==> src/rtl/seg7_capture_pkg.sv <==
// Shared segment-bus definitions: bit positions and the hex glyph table used by
// both the encoder side and this capture side.
package seg7_capture_pkg;

  localparam int unsigned SEG_W  = 7;
  localparam int unsigned SEG_DP = 7;
  localparam int unsigned NGLYPH = 16;

  // Glyph for hex value i is SEG_PAT[i]; bit 0 = segment a .. bit 6 = segment g.
  localparam logic [SEG_W-1:0] SEG_PAT [NGLYPH] = '{
    7'h3F, 7'h06, 7'h5B, 7'h4F, 7'h66, 7'h6D, 7'h7D, 7'h07,
    7'h7F, 7'h6F, 7'h77, 7'h7C, 7'h39, 7'h5E, 7'h79, 7'h71
  };

  typedef enum logic [1:0] {
    S_WAIT   = 2'd0,
    S_SETTLE = 2'd1,
    S_SAMPLE = 2'd2
  } cap_state_t;

endpackage

==> src/rtl/seg7_decode.sv <==
// Strict inverse of the 7-segment glyph table: any pattern outside the table
// (other than all-off, which means blank) is flagged as not ok.
module seg7_decode
  import seg7_capture_pkg::*;
(
  input  logic [SEG_W-1:0] pattern,
  output logic [3:0]       nibble,
  output logic             is_blank,
  output logic             ok
);

  always_comb begin
    nibble   = 4'h0;
    is_blank = (pattern == '0);
    ok       = is_blank;
    for (int i = 0; i < int'(NGLYPH); i++) begin
      if (pattern == SEG_PAT[i]) begin
        nibble = 4'(i);
        ok     = 1'b1;
      end
    end
  end

endmodule

==> src/rtl/seg7_capture.sv <==
// Capture side of a multiplexed 7-segment bus: rebuilds per-digit values and
// publishes them once the same complete frame has been seen repeatedly.
module seg7_capture
  import seg7_capture_pkg::*;
#(
  parameter int unsigned NDIGITS       = 2,
  parameter int unsigned SETTLE        = 2,
  parameter int unsigned STABLE_FRAMES = 2
) (
  input  logic                   clk,
  input  logic                   rst,
  input  logic [NDIGITS-1:0]     catodes,
  input  logic [7:0]             segments,
  output logic [4*NDIGITS-1:0]   bcd_bus,
  output logic [NDIGITS-1:0]     points,
  output logic [NDIGITS-1:0]     blank,
  output logic                   valid,
  output logic                   err
);

  localparam int unsigned CW = (SETTLE > 1) ? $clog2(SETTLE) : 1;
  localparam int unsigned SW = $clog2(STABLE_FRAMES + 1);
  localparam int unsigned BW = 4 * NDIGITS;
  localparam int unsigned FW = BW + 2 * NDIGITS;

  logic [NDIGITS-1:0] cat_s1, cat_s2, cat_q;
  logic [7:0]         seg_s1, seg_s2;

  cap_state_t         state, state_nx;
  logic [CW-1:0]      cnt, cnt_nx;

  logic [BW-1:0]      fr_bcd, fr_bcd_nx;
  logic [NDIGITS-1:0] fr_dp, fr_dp_nx;
  logic [NDIGITS-1:0] fr_blank, fr_blank_nx;
  logic [FW-1:0]      prev, prev_nx;
  logic [NDIGITS-1:0] seen, seen_nx;
  logic [SW-1:0]      stable, stable_nx;
  logic               err_nx, pub_nx;

  logic [NDIGITS-1:0] low;
  logic               none_low, one_low, changed;
  logic [3:0]         dec_nibble;
  logic               dec_blank, dec_ok;

  // Two-flop synchronizer on the pins; idle bus is all catodes high
  always_ff @(posedge clk or posedge rst) begin
    if (rst) begin
      cat_s1 <= '1;
      cat_s2 <= '1;
      cat_q  <= '1;
      seg_s1 <= '0;
      seg_s2 <= '0;
    end else begin
      cat_s1 <= catodes;
      cat_s2 <= cat_s1;
      cat_q  <= cat_s2;
      seg_s1 <= segments;
      seg_s2 <= seg_s1;
    end
  end

  assign changed  = (cat_s2 != cat_q);
  assign low      = ~cat_s2;
  assign none_low = (low == '0);
  assign one_low  = !none_low && ((low & (low - NDIGITS'(1))) == '0);

  seg7_decode u_decode (
    .pattern  (seg_s2[SEG_W-1:0]),
    .nibble   (dec_nibble),
    .is_blank (dec_blank),
    .ok       (dec_ok)
  );

  always_ff @(posedge clk or posedge rst) begin
    if (rst) begin
      state <= S_WAIT;
      cnt   <= '0;
    end else begin
      state <= state_nx;
      cnt   <= cnt_nx;
    end
  end

  // A change landing on the sample cycle still has to be settled, so SAMPLE
  // falls through to SETTLE in that case instead of losing the edge in WAIT.
  always_comb begin
    state_nx = state;
    cnt_nx   = cnt;
    case (state)
      S_WAIT: begin
        if (changed) begin
          state_nx = S_SETTLE;
          cnt_nx   = '0;
        end
      end
      S_SETTLE: begin
        if (changed) begin
          cnt_nx = '0;
        end else if (cnt == CW'(SETTLE - 1)) begin
          state_nx = S_SAMPLE;
          cnt_nx   = '0;
        end else begin
          cnt_nx = cnt + CW'(1);
        end
      end
      S_SAMPLE: begin
        state_nx = changed ? S_SETTLE : S_WAIT;
        cnt_nx   = '0;
      end
      default: begin
        state_nx = S_WAIT;
        cnt_nx   = '0;
      end
    endcase
  end

  // Frame assembly, stability tracking and publish decision
  always_comb begin
    fr_bcd_nx   = fr_bcd;
    fr_dp_nx    = fr_dp;
    fr_blank_nx = fr_blank;
    prev_nx     = prev;
    seen_nx     = seen;
    stable_nx   = stable;
    err_nx      = 1'b0;
    pub_nx      = 1'b0;
    if (state == S_SAMPLE && !none_low) begin
      if (!one_low || !dec_ok) begin
        err_nx    = 1'b1;
        seen_nx   = '0;
        stable_nx = '0;
      end else begin
        for (int i = 0; i < int'(NDIGITS); i++) begin
          if (low[i]) begin
            fr_bcd_nx[4*i +: 4] = dec_nibble;
            fr_dp_nx[i]         = seg_s2[SEG_DP];
            fr_blank_nx[i]      = dec_blank;
            seen_nx[i]          = 1'b1;
          end
        end
        if (seen_nx == '1) begin
          if ({fr_bcd_nx, fr_dp_nx, fr_blank_nx} == prev) begin
            stable_nx = (stable >= SW'(STABLE_FRAMES)) ? stable : stable + SW'(1);
          end else begin
            stable_nx = SW'(1);
          end
          prev_nx = {fr_bcd_nx, fr_dp_nx, fr_blank_nx};
          seen_nx = '0;
          pub_nx  = (stable_nx >= SW'(STABLE_FRAMES)) &&
                    ({fr_bcd_nx, fr_dp_nx, fr_blank_nx} != {bcd_bus, points, blank});
        end
      end
    end
  end

  always_ff @(posedge clk or posedge rst) begin
    if (rst) begin
      fr_bcd   <= '0;
      fr_dp    <= '0;
      fr_blank <= '1;
      prev     <= '0;
      seen     <= '0;
      stable   <= '0;
      bcd_bus  <= '0;
      points   <= '0;
      blank    <= '1;
      valid    <= 1'b0;
      err      <= 1'b0;
    end else begin
      fr_bcd   <= fr_bcd_nx;
      fr_dp    <= fr_dp_nx;
      fr_blank <= fr_blank_nx;
      prev     <= prev_nx;
      seen     <= seen_nx;
      stable   <= stable_nx;
      valid    <= pub_nx;
      err      <= err_nx;
      if (pub_nx) begin
        bcd_bus <= fr_bcd_nx;
        points  <= fr_dp_nx;
        blank   <= fr_blank_nx;
      end
    end
  end

endmodule

==> config.mk <==
export PLATFORM = sky130hd
export DESIGN_NAME = seg7_capture
export DESIGN_NICKNAME = d
export VERILOG_FILES = /design/src/rtl/seg7_capture_pkg.sv /design/src/rtl/seg7_decode.sv /design/src/rtl/seg7_capture.sv
export SDC_FILE = /design/constraint.sdc
export NUM_CORES = 1
export LEC_CHECK = 0
export CAP_MARGIN = 25
export CORE_UTILIZATION = 51
export CTS_CLUSTER_SIZE = 30
export DETAILED_ROUTE_END_ITERATION = 10
export GPL_ROUTABILITY_DRIVEN = 1
export GPL_TIMING_DRIVEN = 1
export MAX_ROUTING_LAYER = met4
export PLACE_DENSITY = 0.73
export SLEW_MARGIN = 20
export SYNTH_ARGS = -nofsm -noshare
export SYNTH_HDL_FRONTEND = slang
export SYNTH_SLANG_ARGS = --single-unit
==> constraint.sdc <==
create_clock -name clk -period 8.49 [get_ports clk]
set_clock_uncertainty 0.1 [all_clocks]
set_input_delay 1.698 -clock clk [delete_from_list [all_inputs] [get_ports clk]]
set_output_delay 1.698 -clock clk [all_outputs]
set_load 0.005 [all_outputs]
==> run summary, run 1 <==
DRC -> 0
Cell Area, Synth -> 3820 um^2
YS warnings -> 0
Mean Syn Cell Area -> 10.4 um^2
Worst EP arrival -> 4080 ps
Final TNS setup -> 0 ps
pre-CTS setup slack -> 4660 ps
commonest non-fill, non-tap cell in the layout -> dfrtp_1
# fillers -> 621
fin crit share -> 46.4%
Via-to-Cell Ratio -> 6.06
Layout Nets -> 402
# resized after CTS -> 0
WL final -> 8860 um
placed insts -> 476
Net Switching -> 179 uW
Sw Share -> 25.5%
max_cap viols -> 0
Startpoint Class -> register
Clk Latency, worst-skew pair -> 350 ps
WP data required -> 8630 ps
power per standard cell area -> 163 nW/um^2
final worst path period need -> 3940 ps
CTS buffer count -> 9
unrepaired setup endpoints after global routing -> false
layout cell share with drive strength beyond 1 -> 18.6%
die outline width -> 88.5 um
Setup crit end kind -> register
wire per inst -> 18.0 um
sequential power share -> 49.3%
sequential area share after synthesis -> 44.2%
Finish-stage setup viols -> 0
first-pass GRT wire length -> 14000 um
GPL Wtd Cong -> 0.929
pin count of the biggest net entering global routing -> 68
CTS tree -> built
Buffers & Inverters on Critical Path -> 1
status -> complete, no violations
Int Pwr -> 522 uW
Primary FF master, synth -> dfrtp_1
Synth area leader -> dfrtp_1
Routed Antenna Nets -> 0
Yosys reg bits -> 67
register area -> 1690 um^2
most frequent cells in the layout -> dfrtp_1, nand2_1, nor2_1
synthesis-to-layout area growth -> 12.8%
Final WS setup -> 4550 ps
slowest stage delay, CP -> 910 ps
ys async rst share -> 100%
die span in y -> 88.5 um
CTS Buffer Depth -> 2
Slowest cell on crit path -> dfstp_2
post-CTS setup buffers -> 0
hpwl dp -> 6150 um
Crit path max-delay family -> simple AND/OR/NAND/NOR gates
Final Hold Violating Endpoints -> 0
Netlist cell types -> 74
post-route insts no fill -> 492
Post-synth EDFFs -> 0
drt initial violations -> 333
max_slew headroom -> 34.7%
combinational share of power -> 8.3%
Global Route Usage Sum -> 25.0%
FMAX -> 254 MHz
Synth Instances -> 367
Port Buffer Count -> 25
worst min path class -> register to register
final total power -> 701 uW
Die ar. -> 7840 um^2
clock slew at reported path FFs -> 80 ps
static leakage -> 0.00179 uW
VDD IR max -> 0.120 mV
clock sinks -> 67
Pre-antenna DRT Iters -> 5
CTS H-tree lvls -> 3
clock root cell -> clkbuf_8
multi-input logic area -> 1940 um^2
gr ovfl total -> 0
actual slew at the worst max-slew pin -> 972 ps
ANT cells -> 0
Hold Buf Count CTS -> 0
Slew Viols, Final -> 0
core area -> 7250 um^2
Synth area leaders -> dfrtp_1, dfstp_2, nand2_1
Mapped Nets -> 381
Initial Utilization -> 52.6%
antenna violations before repair -> 0
Critical Path Fanout Max -> 28
num rows -> 31
vias in the first global route -> 2730
Vias -> 2981
# IOs -> 26
crit path cell chain -> mux2i_2, xor2_1, o2111ai_1, nor4b_1, o221ai_1, or4_4, a2111oi_4, buf_4, mux2_2
CP Class -> register to register
top cell type's share of synthesized area -> 37.4%
Clock Power Share -> 42.5%
-- path summary, 6_finish.rpt --
| kind | slack (ps) | from | depth (start not counted) | end |
|---|---|---|---|---|
| setup / recovery | 4550 | cat_s2[1] | 9 | bcd_bus[5] |
| setup reg to reg | 4550 | cat_s2[1] | 9 | bcd_bus[5] |
| min in group asynchronous | 1800 | rst | 3 | seg_s1[4] |
| max in group asynchronous | 5940 | rst | 3 | prev[9] |
| hold reg to reg | 250 | seg_s1[3] | 0 | seg_s2[3] |
| hold / removal | 250 | seg_s1[3] | 0 | seg_s2[3] |
-- cell usage after synthesis, drive strengths merged, types with 8 or more instances --
cell     n
nor2    26
nor4     9
buf     14
xor2    10
o21ai   12
a21oi   13
xnor2   13
mux2    21
dfstp   10
nand2   47
nand3    8
nand2b   8
nor3    11
inv     16
dfrtp   57
-- worst reg2reg max path, stage by stage (launching register included) --
cell and delay (ps):
dfstp_2 910, mux2i_2 420, xor2_1 180, o2111ai_1 120
nor4b_1 470, o221ai_1 260, or4_4 480, a2111oi_4 190
buf_4 330, mux2_2 370
-- area by class of cell --
class,count,area share [%]
clock buffers,9,2.87
clock inverters,7,2.29
inverters,17,1.48
multi-input cells,265,44.9
flip-flops and latches,67,39.2
well taps,99,2.87
repair buffers,28,6.33
-- power groups by stage --
stage          clock [uW]  combinational (uW)  sequential (uW)
2_1_floorplan           0                53.9              340
3_3_place_gp            0                56.7              351
3_5_place_dp            0                57.5              351
4_1_cts               304                58.0              345
5_1_grt               317                64.4              347
6_report              298                57.9              346
-- layer usage --
metal	up-vias	routed length (um)	share of wire [%]	track usage, %
met2	116	4040	46	36.9
met5	-	0	0	-
met4	0	138	1.6	8.21
li1	1370	-	-	-
met1	1477	4190	47	34.4
met3	18	494	5.6	5.04
-- flip-flops by register name (all words and copies together), names as in the netlist --
register	flops
seen	2
cnt	1
state	2
fr_blank	2
cat_s2	2
fr_bcd	8
seg_s2	8
err	1
points	2
blank	2
bcd_bus	8
fr_dp	2
cat_q	2
cat_s1	2
stable	2
prev	12
valid	1
seg_s1	8
-- cell families after synthesis --
logic type / synth area share (%)
xor gates and xnor gates: 5.28
AOI/OAI and AO/OA: 16.1
DFF: 44.2
buffers and inverters: 5.05
and+or+nand+nor: 20.2
adders and majority gates: 0.655
muxes: 8.42
-- per-stage QoR --
| step | hold WS, ps | util [%] | instance area, um^2 |
|---|---|---|---|
| finish | 251 | 59.4 | 4310 |
| global route | 260 | 59.4 | 4310 |
| CTS | 254 | 59.4 | 4310 |
| detailed placement | 235 | 56.3 | 4090 |
| global placement | 233 | 56.3 | 4090 |
| floorplan | 231 | - | 3820 |
Power figures use the tool's default switching activity.
==> run 2, diff against run 1 <==
PLACE_DENSITY = 0.75   (was 0.73)
clock period = 3.5 ns   (was 8.49 ns; I/O delays follow)
==> run 2 against run 1 <==
Effect of this change:
- wire length rose by 8.5%
- die area stayed put
- cell area is 7.0% higher
- hold slack worse by 1.2 ps
- flip-flop and latch count stayed put
- critical path depth grew 2
- combinational power grew to 3.3 times the previous value
- worst setup slack worse by 4400 ps
- critical endpoint is now points[1]
- largest cell class unchanged
- highest routed layer unchanged
==> run summary, run 2 (same netlist as run 1, synthesis figures left out) <==
die span in y -> 88.5 um (unchanged)
ANT cells -> 0 (unchanged)
CTS buffer count -> 9 (unchanged)
Cell Area, Placed -> 4300 um^2 (was 4090 um^2)
# fillers -> 585 (was 621)
Die ar. -> 7840 um^2 (unchanged)
WP data required -> 3640 ps (was 8630 ps)
static leakage -> 0.00198 uW (was 0.00179 uW)
Via-to-Cell Ratio -> 5.96 (was 6.06)
wire per inst -> 18.5 um (was 18.0 um)
GPL Wtd Cong -> 0.986 (was 0.929)
Initial Utilization -> 52.6% (unchanged)
core area -> 7250 um^2 (unchanged)
Finish-stage setup viols -> 0 (unchanged)
clock root cell -> clkbuf_8 (unchanged)
Finished Core Util -> 63.6% (was 59.4%)
vias in the first global route -> 2955 (was 2730)
Slew Viols, Final -> 0 (unchanged)
CP Class -> register to register (unchanged)
synthesis-to-layout area growth -> 20.7% (was 12.8%)
layout cell share with drive strength beyond 1 -> 25.4% (was 18.6%)
max_slew headroom -> 35.6% (was 34.7%)
register area -> 1690 um^2 (unchanged)
Clk Latency, worst-skew pair -> 360 ps (was 350 ps)
Setup crit end kind -> register (unchanged)
Pre-antenna DRT Iters -> 5 (unchanged)
status -> complete, no violations (unchanged)
multi-input logic area -> 1990 um^2 (was 1940 um^2)
clock sinks -> 67 (unchanged)
Final Hold Violating Endpoints -> 0 (unchanged)
DRC -> 0 (unchanged)
Global Route Usage Sum -> 27.7% (was 25.0%)
Design Area, Final -> 4610 um^2 (was 4310 um^2)
CTS H-tree lvls -> 3 (unchanged)
Hold Buf Count CTS -> 0 (unchanged)
CTS Buffer Depth -> 2 (unchanged)
Final TNS setup -> 0 ps (unchanged)
Worst EP arrival -> 3530 ps (was 4080 ps)
num rows -> 31 (unchanged)
max_cap viols -> 0 (unchanged)
Vias -> 3098 (was 2981)
CTS tree -> built (unchanged)
clock slew at reported path FFs -> 90 ps (was 80 ps)
worst min path class -> register to register (unchanged)
drt initial violations -> 284 (was 333)
Port Buffer Count -> 25 (unchanged)
Routed Antenna Nets -> 0 (unchanged)
Critical Path Fanout Max -> 9 (was 28)
most frequent cells in the layout -> dfrtp_1, nand2_1, buf_4 (was dfrtp_1, nand2_1, nor2_1)
first-pass GRT wire length -> 15300 um (was 14000 um)
actual slew at the worst max-slew pin -> 959 ps (was 972 ps)
Largest Register -> prev (unchanged)
number of flip-flops in the largest register -> 12 (unchanged)
VDD IR max -> 0.292 mV (was 0.120 mV)
commonest non-fill, non-tap cell in the layout -> dfrtp_1 (unchanged)
antenna violations before repair -> 0 (unchanged)
fin crit share -> 96.8% (was 46.4%)
Final WS setup -> 113 ps (was 4550 ps)
Startpoint Class -> register (unchanged)
FMAX -> 295 MHz (was 254 MHz)
hpwl dp -> 7110 um (was 6150 um)
pin count of the biggest net entering global routing -> 48 (was 68)
power per standard cell area -> 384 nW/um^2 (was 163 nW/um^2)
pre-CTS setup slack -> 114 ps (was 4660 ps)
# IOs -> 26 (unchanged)
final worst path period need -> 3390 ps (was 3940 ps)
die outline width -> 88.5 um (unchanged)
gr ovfl total -> 0 (unchanged)
WL final -> 9610 um (was 8860 um)
Layout Nets -> 430 (was 402)
==> run 2: cell count changes in the layout (fill, tap and decap cells not counted), sizes merged <==
cell / delta
buf: +28
clkbuf: +1
clkinv: -2
inv: +1
==> run 2: what timing repair did <==
| action | 4_1_cts | 5_1_grt |
|---|---|---|
| setup buffers | 0 | 0 |
| endpoints found under the setup margin | 0 | 12 |
| resized for setup | 0 | 8 |
==> run 2: metrics by stage <==
stage,total power [uW],cells,hold WS [ps]
floorplan,956,367,231
global placement,1010,503,234
detailed placement,1020,503,235
CTS,1770,519,252
global route,1840,520,256
finish,1770,520,250
==> run 2: worst max-delay path, stage by stage, from the launching register on <==
cell       delay (ps)
dfrtp_1           470
buf_4             210
inv_1              60
or4_1             550
o311ai_4          160
buf_4             200
o31a_1            160
xnor2_1           230
nor4bb_2          450
a2111oi_4         130
buf_4             240
mux2_4            300
==> run 2: cell type report <==
type	instances	share of cell area [%]
Timing Repair Buffer	56	11.0
Tap cell	99	2.69
Inverter	17	1.38
Clock buffer	10	2.99
Multi-Input combinational cell	265	43.2
Sequential cell	67	36.6
Clock inverter	6	2.04
==> run 2: final timing paths <==
kind / start / end / slack, ps / depth (start not counted)
max in group asynchronous: rst / stable[1] / 2040 / 4
min in group asynchronous: rst / prev[1] / 550 / 2
setup reg to reg: seg_s2[0] / points[1] / 110 / 11
hold reg to reg: cat_s1[1] / cat_s2[1] / 250 / 0
hold / removal: cat_s1[1] / cat_s2[1] / 250 / 0
setup / recovery: seg_s2[0] / points[1] / 110 / 11
==> run 2: routing by layer <==
| layer | routed length (um) | global-route usage, % |
|---|---|---|
| met1 | 4220 | 35.8 |
| met2 | 4660 | 42.9 |
| met3 | 536 | 5.88 |
| met4 | 195 | 10.4 |
| met5 | 0 | - |
==> run 2: power by group <==
part           internal (uW)  switching, uW
Combinational           83.7            108
Clock                    428            331
Sequential               799           18.6
Total                   1310            458
